===== src/rtl/alu_pkg.sv =====
`default_nettype none
// ============================================================================
// Module  : alu_pkg
// Brief   : Opcodes, flag indices, instruction fields and FSM types for the
//           ALU issue stage.
// Revision: 1.0
// ============================================================================
package alu_pkg;

    localparam logic [7:0] OP_ADD  = 8'h01;
    localparam logic [7:0] OP_MUL  = 8'h02;
    localparam logic [7:0] OP_CMP  = 8'h03;
    localparam logic [7:0] OP_RSH  = 8'h04;
    localparam logic [7:0] OP_LSH  = 8'h05;
    localparam logic [7:0] OP_LDI  = 8'h06;
    localparam logic [7:0] OP_HALT = 8'hFF;

    localparam int FL_CARRY = 0;
    localparam int FL_OVF   = 1;
    localparam int FL_NEG   = 2;
    localparam int FL_ZERO  = 3;

    localparam int INSTR_W = 24;
    localparam int OPC_LSB = 16;
    localparam int RD_LSB  = 14;
    localparam int RS1_LSB = 12;
    localparam int RS2_LSB = 10;
    localparam int IMM_LSB = 0;

    typedef enum logic [0:0] {
        RUN  = 1'b0,
        HALT = 1'b1
    } state_t;

    // ADD and CMP are the only kinds whose ALU flags are architectural
    typedef enum logic [1:0] {
        KIND_ADD = 2'd0,
        KIND_CMP = 2'd1,
        KIND_ALU = 2'd2,
        KIND_LDI = 2'd3
    } ex_kind_t;

    function automatic logic kind_writes_rd(input ex_kind_t kind);
        return (kind != KIND_CMP);
    endfunction

endpackage : alu_pkg
`default_nettype wire


===== src/rtl/alu_issue_stage_if.sv =====
`default_nettype none
// ============================================================================
// Module  : alu_issue_stage_if
// Brief   : Instruction valid/ready handshake into the issue stage.
// Revision: 1.0
// ============================================================================
interface alu_issue_stage_if;
    import alu_pkg::*;

    logic               instr_valid;
    logic               instr_ready;
    logic [INSTR_W-1:0] instr;

    modport master (
        output instr_valid,
        output instr,
        input  instr_ready
    );

    modport slave (
        input  instr_valid,
        input  instr,
        output instr_ready
    );

endinterface : alu_issue_stage_if
`default_nettype wire


===== src/rtl/alu_issue_stage_regfile_4x8.sv =====
`default_nettype none
// ============================================================================
// Module  : regfile_4x8
// Brief   : 4-entry register file, two async read ports, one sync write port
//           and a debug read port.
// Revision: 1.0
// ============================================================================
module regfile_4x8 #(
    parameter int          DW     = 8,
    parameter logic [DW-1:0] RF_RST = '0
) (
    input  wire logic          clk,
    input  wire logic          rst_n,
    input  wire logic [1:0]    rd_addr_a,
    output logic      [DW-1:0] rd_data_a,
    input  wire logic [1:0]    rd_addr_b,
    output logic      [DW-1:0] rd_data_b,
    input  wire logic          we,
    input  wire logic [1:0]    wr_addr,
    input  wire logic [DW-1:0] wr_data,
    input  wire logic [1:0]    dbg_sel,
    output logic      [DW-1:0] dbg_data
);

    logic [DW-1:0] r_mem [4];

    always_ff @(posedge clk or negedge rst_n) begin
        if (!rst_n) begin
            for (int i = 0; i < 4; i++) begin
                r_mem[i] <= RF_RST;
            end
        end else if (we) begin
            r_mem[wr_addr] <= wr_data;
        end
    end

    assign rd_data_a = r_mem[rd_addr_a];
    assign rd_data_b = r_mem[rd_addr_b];
    assign dbg_data  = r_mem[dbg_sel];

endmodule : regfile_4x8
`default_nettype wire


===== src/rtl/alu_issue_stage.sv =====
`default_nettype none
// ============================================================================
// Module  : alu_issue_stage
// Brief   : Issue/writeback stage around an external combinational ALU, with
//           EX-to-issue forwarding, flags register and RUN/HALT control.
// Revision: 1.0
// ============================================================================
module alu_issue_stage
    import alu_pkg::*;
#(
    parameter int            DW     = 8,
    parameter logic [DW-1:0] RF_RST = 8'h00
) (
    input  wire logic          clk,
    input  wire logic          rst_n,
    alu_issue_stage_if.slave   instr_if,
    input  wire logic          go,
    output logic      [7:0]    alu_opcode,
    output logic      [DW-1:0] alu_op1,
    output logic      [DW-1:0] alu_op2,
    input  wire logic [DW-1:0] alu_dout,
    input  wire logic [7:0]    alu_eflags,
    output logic      [3:0]    flags,
    output logic               wb_valid,
    output logic      [1:0]    wb_rd,
    output logic      [DW-1:0] wb_data,
    output logic               illegal,
    input  wire logic [1:0]    dbg_sel,
    output logic      [DW-1:0] dbg_data
);

    state_t        r_state;
    logic [7:0]    r_alu_opcode;
    logic [DW-1:0] r_alu_op1;
    logic [DW-1:0] r_alu_op2;
    logic [3:0]    r_flags;
    logic          r_wb_valid;
    logic [1:0]    r_wb_rd;
    logic [DW-1:0] r_wb_data;
    logic          r_illegal;
    logic          r_ex_vld;
    logic [1:0]    r_ex_rd;
    logic [DW-1:0] r_ex_imm;
    ex_kind_t      r_ex_kind;

    logic [7:0]    w_opcode;
    logic [1:0]    w_rd;
    logic [1:0]    w_rs1;
    logic [1:0]    w_rs2;
    logic [7:0]    w_imm;
    logic          w_accept;
    logic          w_is_exec;
    logic          w_is_halt;
    logic          w_is_illegal;
    ex_kind_t      w_kind;
    logic [DW-1:0] w_rf_a;
    logic [DW-1:0] w_rf_b;
    logic [DW-1:0] w_op1;
    logic [DW-1:0] w_op2;
    logic [DW-1:0] w_ex_result;
    logic          w_ex_writes;
    logic          w_unused;

    assign w_opcode = instr_if.instr[OPC_LSB +: 8];
    assign w_rd     = instr_if.instr[RD_LSB  +: 2];
    assign w_rs1    = instr_if.instr[RS1_LSB +: 2];
    assign w_rs2    = instr_if.instr[RS2_LSB +: 2];
    assign w_imm    = instr_if.instr[IMM_LSB +: 8];
    assign w_unused = ^{instr_if.instr[9:8], alu_eflags[7:4]};

    assign instr_if.instr_ready = (r_state == RUN);
    assign w_accept = instr_if.instr_valid & instr_if.instr_ready;

    always_comb begin
        w_kind       = KIND_ALU;
        w_is_exec    = 1'b1;
        w_is_halt    = 1'b0;
        w_is_illegal = 1'b0;
        case (w_opcode)
            OP_ADD:                 w_kind = KIND_ADD;
            OP_CMP:                 w_kind = KIND_CMP;
            OP_MUL, OP_RSH, OP_LSH: w_kind = KIND_ALU;
            OP_LDI:                 w_kind = KIND_LDI;
            OP_HALT: begin
                w_is_exec = 1'b0;
                w_is_halt = 1'b1;
            end
            default: begin
                w_is_exec    = 1'b0;
                w_is_illegal = 1'b1;
            end
        endcase
    end

    // The EX result bypasses the register file while its write is in flight
    assign w_ex_result = (r_ex_kind == KIND_LDI) ? r_ex_imm : alu_dout;
    assign w_ex_writes = r_ex_vld & kind_writes_rd(r_ex_kind);
    assign w_op1 = (w_ex_writes && (w_rs1 == r_ex_rd)) ? w_ex_result : w_rf_a;
    assign w_op2 = (w_ex_writes && (w_rs2 == r_ex_rd)) ? w_ex_result : w_rf_b;

    regfile_4x8 #(
        .DW     (DW),
        .RF_RST (RF_RST)
    ) u_regfile (
        .clk       (clk),
        .rst_n     (rst_n),
        .rd_addr_a (w_rs1),
        .rd_data_a (w_rf_a),
        .rd_addr_b (w_rs2),
        .rd_data_b (w_rf_b),
        .we        (w_ex_writes),
        .wr_addr   (r_ex_rd),
        .wr_data   (w_ex_result),
        .dbg_sel   (dbg_sel),
        .dbg_data  (dbg_data)
    );

    always_ff @(posedge clk or negedge rst_n) begin
        if (!rst_n) begin
            r_state <= RUN;
        end else begin
            case (r_state)
                RUN:     if (w_accept && w_is_halt) r_state <= HALT;
                HALT:    if (go) r_state <= RUN;
                default: r_state <= RUN;
            endcase
        end
    end

    always_ff @(posedge clk or negedge rst_n) begin
        if (!rst_n) begin
            r_alu_opcode <= '0;
            r_alu_op1    <= '0;
            r_alu_op2    <= '0;
            r_flags      <= '0;
            r_wb_valid   <= 1'b0;
            r_wb_rd      <= '0;
            r_wb_data    <= '0;
            r_illegal    <= 1'b0;
            r_ex_vld     <= 1'b0;
            r_ex_rd      <= '0;
            r_ex_imm     <= '0;
            r_ex_kind    <= KIND_ADD;
        end else begin
            r_ex_vld   <= 1'b0;
            r_illegal  <= 1'b0;
            r_wb_valid <= 1'b0;

            if (w_accept) begin
                r_alu_op1 <= w_op1;
                r_alu_op2 <= w_op2;
                r_ex_rd   <= w_rd;
                r_ex_imm  <= DW'(w_imm);
                r_ex_kind <= w_kind;
                r_ex_vld  <= w_is_exec;
                r_illegal <= w_is_illegal;
                r_alu_opcode <= (w_is_exec && (w_kind != KIND_LDI)) ? w_opcode : 8'h00;
            end

            if (w_ex_writes) begin
                r_wb_valid <= 1'b1;
                r_wb_rd    <= r_ex_rd;
                r_wb_data  <= w_ex_result;
            end

            // Flags are only defined by the ALU for ADD and CMP
            if (r_ex_vld && ((r_ex_kind == KIND_ADD) || (r_ex_kind == KIND_CMP))) begin
                r_flags <= alu_eflags[3:0];
            end
        end
    end

    assign alu_opcode = r_alu_opcode;
    assign alu_op1    = r_alu_op1;
    assign alu_op2    = r_alu_op2;
    assign flags      = r_flags;
    assign wb_valid   = r_wb_valid;
    assign wb_rd      = r_wb_rd;
    assign wb_data    = r_wb_data;
    assign illegal    = r_illegal;

endmodule : alu_issue_stage
`default_nettype wire

===== src/flat_wrapper.sv =====
// flat-port wrapper written by rule: the top's interface ports become plain ports
module alu_issue_stage_flat import alu_pkg::*;
#(
    parameter int            DW     = 8,
    parameter logic [DW-1:0] RF_RST = 8'h00
)
  (clk, rst_n, go, alu_opcode, alu_op1, alu_op2, alu_dout, alu_eflags, flags, wb_valid, wb_rd, wb_data, illegal, dbg_sel, dbg_data, instr_if_instr_valid, instr_if_instr, instr_if_instr_ready);
  alu_issue_stage_if instr_if_i ();
  input  wire logic clk;
  input  wire logic rst_n;
  input  wire logic go;
  output logic      [7:0] alu_opcode;
  output logic      [DW-1:0] alu_op1;
  output logic      [DW-1:0] alu_op2;
  input  wire logic [DW-1:0] alu_dout;
  input  wire logic [7:0] alu_eflags;
  output logic      [3:0] flags;
  output logic wb_valid;
  output logic      [1:0] wb_rd;
  output logic      [DW-1:0] wb_data;
  output logic illegal;
  input  wire logic [1:0] dbg_sel;
  output logic      [DW-1:0] dbg_data;
  input wire logic [$bits(instr_if_i.instr_valid)-1:0] instr_if_instr_valid;
  input wire logic [$bits(instr_if_i.instr)-1:0] instr_if_instr;
  output wire logic [$bits(instr_if_i.instr_ready)-1:0] instr_if_instr_ready;
  assign instr_if_i.instr_valid = instr_if_instr_valid;
  assign instr_if_i.instr = instr_if_instr;
  assign instr_if_instr_ready = instr_if_i.instr_ready;
  alu_issue_stage #(.DW(DW), .RF_RST(RF_RST)) u_core (.clk(clk), .rst_n(rst_n), .instr_if(instr_if_i), .go(go), .alu_opcode(alu_opcode), .alu_op1(alu_op1), .alu_op2(alu_op2), .alu_dout(alu_dout), .alu_eflags(alu_eflags), .flags(flags), .wb_valid(wb_valid), .wb_rd(wb_rd), .wb_data(wb_data), .illegal(illegal), .dbg_sel(dbg_sel), .dbg_data(dbg_data));
endmodule

===== config.mk =====
export PLATFORM = sky130hd
export DESIGN_NAME = alu_issue_stage_flat
export DESIGN_NICKNAME = d
export VERILOG_FILES = /design/src/rtl/alu_pkg.sv /design/src/rtl/alu_issue_stage_if.sv /design/src/rtl/alu_issue_stage_regfile_4x8.sv /design/src/rtl/alu_issue_stage.sv /design/src/flat_wrapper.sv
export SDC_FILE = /design/constraint.sdc
export NUM_CORES = 1
export LEC_CHECK = 0
export ABC_AREA = 1
export CAP_MARGIN = 20
export CORE_ASPECT_RATIO = 1.4
export CORE_UTILIZATION = 55
export CTS_CLUSTER_DIAMETER = 30
export DETAILED_ROUTE_END_ITERATION = 8
export PLACE_DENSITY = 0.86
export SETUP_SLACK_MARGIN = 0.2
export SLEW_MARGIN = 20
export SYNTH_ARGS = -nofsm -noshare
export SYNTH_HDL_FRONTEND = slang
export SYNTH_SLANG_ARGS = --single-unit
export TNS_END_PERCENT = 20

===== constraint.sdc =====
create_clock -name clk -period 3.2 [get_ports clk]
set_clock_uncertainty 0.2 [all_clocks]
set_input_delay 0.32 -clock clk [delete_from_list [all_inputs] [get_ports clk]]
set_output_delay 0.32 -clock clk [all_outputs]
set_load 0.1 [all_outputs]

After elaboration in Yosys (flattened, before gate mapping)
Cells that the tools add are included.
{"block": "word_totals", "reg_bits": 86, "inputBits": 46, "out_inout_bits": 49, "elab_cells": 78}
{"block": "classes", "magnitude_cmp": 5, "eq_ne": 13, "n_mux": 26, "bitwise": 7, "n_reduce_logical": 10}
{"cell": "two-way mux 8 bit", "n": 11}
{"cell": "binary-select mux 8 bit (select 2 bit)", "n": 3}
{"cell": "bitwise mux 32 bit", "n": 1}
{"cell": "equality test 8 x 3 -> 1 bit (second input constant)", "n": 3}
{"cell": "demux 8 bit (select 2 bit)", "n": 1}
{"cell": "equality test 8 x 2 -> 1 bit (second input constant)", "n": 2}
{"cell": ">= comparator 3 bit (second input constant)", "n": 4}
{"cell": "inverter 2 -> 3 bit", "n": 4}
{"cell": "equality test 8 x 1 -> 1 bit (second input constant)", "n": 1}
{"cell": "equality test 8 bit (second input constant)", "n": 1}
{"cell": "two-way mux 1 bit", "n": 8}
{"cell": "OR reduction 7 bit", "n": 1}
{"cell": "logical AND 1 bit", "n": 6}
{"cell": "one-hot mux 2 bit (3 select lines)", "n": 1}
{"cell": "OR reduction 6 bit", "n": 1}
{"cell": "equality test 2 bit", "n": 2}
{"cell": "less-than comparator 3 x 1 -> 1 bit (second input constant)", "n": 1}
{"cell": "bitwise AND 1 bit", "n": 2}
{"cell": "equality test 2 x 1 -> 1 bit (second input constant)", "n": 1}
{"cell": "equality test 2 bit (second input constant)", "n": 1}
{"cell": "logical NOT 2 bit", "n": 1}
{"cell": "inequality test 2 x 1 -> 1 bit (second input constant)", "n": 1}
{"cell": "inequality test 2 bit (second input constant)", "n": 1}
{"cell": "one-hot mux 1 bit (2 select lines)", "n": 1}
{"cell": "2 further kinds", "n": 2}

Longest topological paths before layout
{"block": "logic_depth", "ltp_word": 6, "depth_mapped": 9, "mapped_depth_nobuf": 8}

By module
A second synthesis with hierarchy kept.
{"block": "hier_totals", "cells_unflattened": 689, "area_unflattened_um2": 4938.5}
{"mod": "alu_issue_stage", "n_inst": 1, "cells_each": 330, "area_each_um2": 2622.5, "seq_area_each_um2": 1351.3}
{"mod": "regfile_4x8", "n_inst": 1, "cells_each": 359, "area_each_um2": 2316.0, "seq_area_each_um2": 800.8}

Worst setup path after synthesis
OpenSTA, ideal clock, no wires.
{"block": "synth_path", "path_kind": "in2out", "from": "input dbg_sel[0]", "to": "output dbg_data[5]", "arrival_time_ns": 2.282, "t_required_ns": 2.680, "setup_slack_ns": 0.398, "cell_stages": 4, "path_cell_list": "inv_1 > clkbuf_1 > o21ai_0 > o22ai_1"}
{"block": "synth_via", "elab_chain_cells": 4}
{"element": "start, declared", "line_no": "flat_wrapper.sv:22", "text": "input wire logic [1:0] dbg_sel;"}
{"element": "inverter 2 -> 3 bit (implied by the code)", "line_no": "alu_issue_stage_regfile_4x8.sv:39", "text": "assign dbg_data = r_mem[dbg_sel];"}
{"element": "binary-select mux 8 bit (select 2 bit)", "line_no": "alu_issue_stage_regfile_4x8.sv:39"}
{"element": "two-way mux 8 bit (implied by the code) (2 in a row)", "line_no": "alu_issue_stage_regfile_4x8.sv:39"}
{"element": "end, declared", "line_no": "flat_wrapper.sv:23", "text": "output logic [DW-1:0] dbg_data;"}
Every way passes these cells. The select of a mux whose other input is x is not followed.

Final worst setup path
{"block": "layout_path", "from": "input dbg_sel[1]", "to": "output dbg_data[7]"}
The elaborated chain is that of the path after synthesis.

==> flow_summary.toml <==
[worst_setup_path]
arr_time_crit_path_ps = 1980
endpoint_kind = "primary output"
cp.required_ps = 2680
critPathLaunchType = "input pin"
reg2regPathDepth = 7
timing.setup.critical_path_class = "input pin to primary output"
path_max_fanout = 9

[sta]
rsz0062_at_grt = "no"
max-slew-margin-rel_pct = 39.2
setup_viols_final = 0
hold_viol_final = 0
fin_setup_tns_ps = 0
timing.fmax_ghz = 0.400
layout_min_cycle_time_ps = 2500
worst_pin_slew_ps = 906
timing.final.crit_share_pct = 78.2
final_max_slew_viol_count = 0

[yosys]
synthMostInstantiatedCell = "sky130_fd_sc_hd__nand2_1"
post_synth_num_cell_types = 30
synthesis_warning_total = 0
mappedNetlistArea_sq_um = 4400
synth_enable_flop_cells = 0
netlist.top_cell.by_area = "sky130_fd_sc_hd__dfrtp_1"
asyncSetResetFlopFracSynth_pct = 100
synth.top_cell.area_share_pct = 48.9
syn-num-nets = 619
netlist_top_cells_count = "sky130_fd_sc_hd__nand2_1 (224), sky130_fd_sc_hd__dfrtp_1 (86), sky130_fd_sc_hd__nand3_1 (66)"
dominant_register_cell_in_the_synthesized_netlist = "sky130_fd_sc_hd__dfrtp_1"
sequential_to_total_area_share_from_yosys_stat_pct = 48.9
synth_area_leaders = "sky130_fd_sc_hd__dfrtp_1 (49%), sky130_fd_sc_hd__nand2_1 (19%), sky130_fd_sc_hd__nand3_1 (7.5%)"
cells_after_synth = 573
synthesized_area_per_cell_sq_um = 7.68
synth_seq_cells = 86

[final_layout]
final_util_pct = 71.2
number_of_nets_in_the_finished_design = 703
layout_cells_sized_above_1_pct = 15.0
areaGrowthSynthToFinish_pct = 25.3
antenna-diode-count = 0

[clock_network]
clock_tree.root_cell = "sky130_fd_sc_hd__clkbuf_8"
cts-resized-gates = 0
worstSkewPairLatency_ps = 370
cts_num_sinks = 86
clk_buf_depth = 2
cts.reportedPaths.clkPinSlew_ps = 80
cts_setup_buffers = 0
tritoncts_buffer_count = 9
tritoncts_clock_tree = "yes"
cts_htree_levels = 3

[floorplanning]
die_height_um = 108
placement_rows = 38
io_pins = 95
die_width_um = 77.6
floorplan.initialDensity_pct = 56.8
design.die.area_sq_um = 8370
core_sq_um = 7750

[place]
dpl.hpwl_mm = 8.96
gpl.final_weighted_congestion = 0.890
port_buffers = 88

[global_routing]
grt_pass1_wl_mm = 20.4
grt_start_max_net_pins = 58
grt_usage_pct = 32.5
antenna_violations_before_repair = 0
leftover_overflow_at_the_end_of_global_routing = 0
first_global_vias = 4217

[route]
detail_route.drc_violations = 0
initialDrtViolationCount = 382
drt.antenna.violating_nets = 0
route.detailed.wl_per_inst_um = 16.7
drt-total-wl_mm = 12.7
detailroute.via_count = 4344
detail_route.first_pass.iterations = 5
detail_route.vias_per_cell = 5.72

[hold_path]
timing.hold.worst_path_depth = 3
hold_path_class = "input pin to register"

[outcome]
run_status = "completed"

[power]
ir_drop_mv = 0.426
power.leakage_uw = 0.00270
power.total_uw = 3070
pwr_density_cell_nw_per_um2 = 556

[run]
cap_viol_max_count = 0
## cells in the final DEF, fill, tap and decap left out
| cell type | n |
|---|---|
| sky130_fd_sc_hd__a21oi_1 | 16 |
| sky130_fd_sc_hd__a21oi_4 | 1 |
| sky130_fd_sc_hd__a31oi_1 | 1 |
| sky130_fd_sc_hd__and3_1 | 1 |
| sky130_fd_sc_hd__buf_12 | 8 |
| sky130_fd_sc_hd__buf_4 | 51 |
| sky130_fd_sc_hd__bufinv_16 | 1 |
| sky130_fd_sc_hd__clkbuf_1 | 1 |
| sky130_fd_sc_hd__clkbuf_8 | 9 |
| sky130_fd_sc_hd__clkdlybuf4s50_1 | 38 |
| sky130_fd_sc_hd__clkinv_1 | 3 |
| sky130_fd_sc_hd__clkinv_2 | 1 |
| sky130_fd_sc_hd__clkinvlp_4 | 2 |
| sky130_fd_sc_hd__dfrtp_1 | 86 |
| sky130_fd_sc_hd__dlygate4sd3_1 | 1 |
| sky130_fd_sc_hd__inv_1 | 25 |
| sky130_fd_sc_hd__inv_2 | 1 |
| sky130_fd_sc_hd__mux2_2 | 4 |
| sky130_fd_sc_hd__nand2_1 | 224 |
| sky130_fd_sc_hd__nand2_2 | 3 |
| sky130_fd_sc_hd__nand3_1 | 66 |
| sky130_fd_sc_hd__nand3_2 | 2 |
| sky130_fd_sc_hd__nand3b_1 | 1 |
| sky130_fd_sc_hd__nand4_1 | 1 |
| sky130_fd_sc_hd__nor2_1 | 44 |
| sky130_fd_sc_hd__nor2_2 | 1 |
| sky130_fd_sc_hd__nor2_4 | 3 |
| sky130_fd_sc_hd__nor3_2 | 1 |
| sky130_fd_sc_hd__o21a_1 | 16 |
| sky130_fd_sc_hd__o21ai_0 | 28 |
| sky130_fd_sc_hd__o21ai_2 | 8 |
| sky130_fd_sc_hd__o22ai_1 | 9 |
| sky130_fd_sc_hd__or2_2 | 1 |
| sky130_fd_sc_hd__xnor2_2 | 2 |
## worst max-delay path, stage by stage
cell and delay, ps:
sky130_fd_sc_hd__clkdlybuf4s50_1 600, sky130_fd_sc_hd__inv_1 350, sky130_fd_sc_hd__o21ai_0 140, sky130_fd_sc_hd__o22ai_1 330
sky130_fd_sc_hd__buf_12 230
## power by group
group | leakage, uW | total, uW | internal, uW | switching (uW)
Combinational | 0.00159 | 1040 | 271 | 766
Clock | 0.0000842 | 738 | 351 | 387
Sequential | 0.00102 | 1290 | 1190 | 96.9
Total | 0.00270 | 3070 | 1820 | 1250
## routing by layer
metal | up-vias | routed length, um | track usage (%)
li1 | 2023 | - | -
met1 | 2040 | 4640 | 35.7
met2 | 220 | 6300 | 55.7
met3 | 61 | 1010 | 7.71
met4 | 0 | 709 | 21.0
met5 | - | 0 | 0
## what timing repair did
item,4_1_cts,5_1_grt
setup endpoints to repair,0,0
endpoints found under the hold margin,55,0
hold buffers,1,0
## worst paths after layout
| kind | start | to | slack, ps |
|---|---|---|---|
| worst min register to register | u_core.alu_op1[5]$_DFFE_PN0P_ | u_core.alu_op1[5]$_DFFE_PN0P_ | 290 |
| worst max-delay path | dbg_sel[1] | dbg_data[7] | 700 |
| worst min-delay path | instr_if_instr[14] | u_core.r_ex_rd[0]$_DFFE_PN0P_ | 280 |
| min in group asynchronous | rst_n | u_core.u_regfile.r_mem[6]$_DFFE_PN0P_ | 350 |
| max in group asynchronous | rst_n | u_core.alu_op2[5]$_DFFE_PN0P_ | 1710 |
| worst max register to register | u_core.r_ex_kind[1]$_DFFE_PN0P_ | u_core.alu_op1[7]$_DFFE_PN0P_ | 1000 |
## flip-flops by register name, indices dropped and copies added, names as in the netlist
| name | cells |
|---|---|
| u_core.wb_data | 8 |
| u_core.alu_op2 | 8 |
| u_core.u_regfile.r_mem | 32 |
| u_core.alu_opcode | 8 |
| u_core.r_ex_imm | 8 |
| u_core.r_ex_vld | 1 |
| u_core.wb_valid | 1 |
| u_core.r_ex_rd | 2 |
| u_core.alu_op1 | 8 |
| u_core.r_state | 1 |
| u_core.flags | 4 |
| u_core.r_ex_kind | 2 |
| u_core.wb_rd | 2 |
| u_core.illegal | 1 |
## kinds of logic after synthesis
kind of cell    share of synthesized area (%)
mux                                      1.02
xor+xnor                                0.739
buf+inv                                  5.29
simple gates                             33.0
compound gates                           11.1
flops                                    48.9
## through the flow
stage               std cells  hold WS [ps]  area (sq um)  setup slack (ps)
floorplan                 573          -176          4400               398
global placement          745           222          5330               828
detailed placement        745           226          5330               751
CTS                       760           276          5520               749
global route              760           280          5520               605
finish                    760           280          5520               697
## cell type report
class / instances / area, sq um
clock buffer: 10 / 128
clock inverter: 4 / 50.0
fill: 608 / 2230
inverter: 29 / 109
multi-input combinational: 433 / 2020
sequential: 86 / 2150
tap: 100 / 125
timing repair buffer: 98 / 933
No activity file was read; power rests on OpenSTA's default activity.
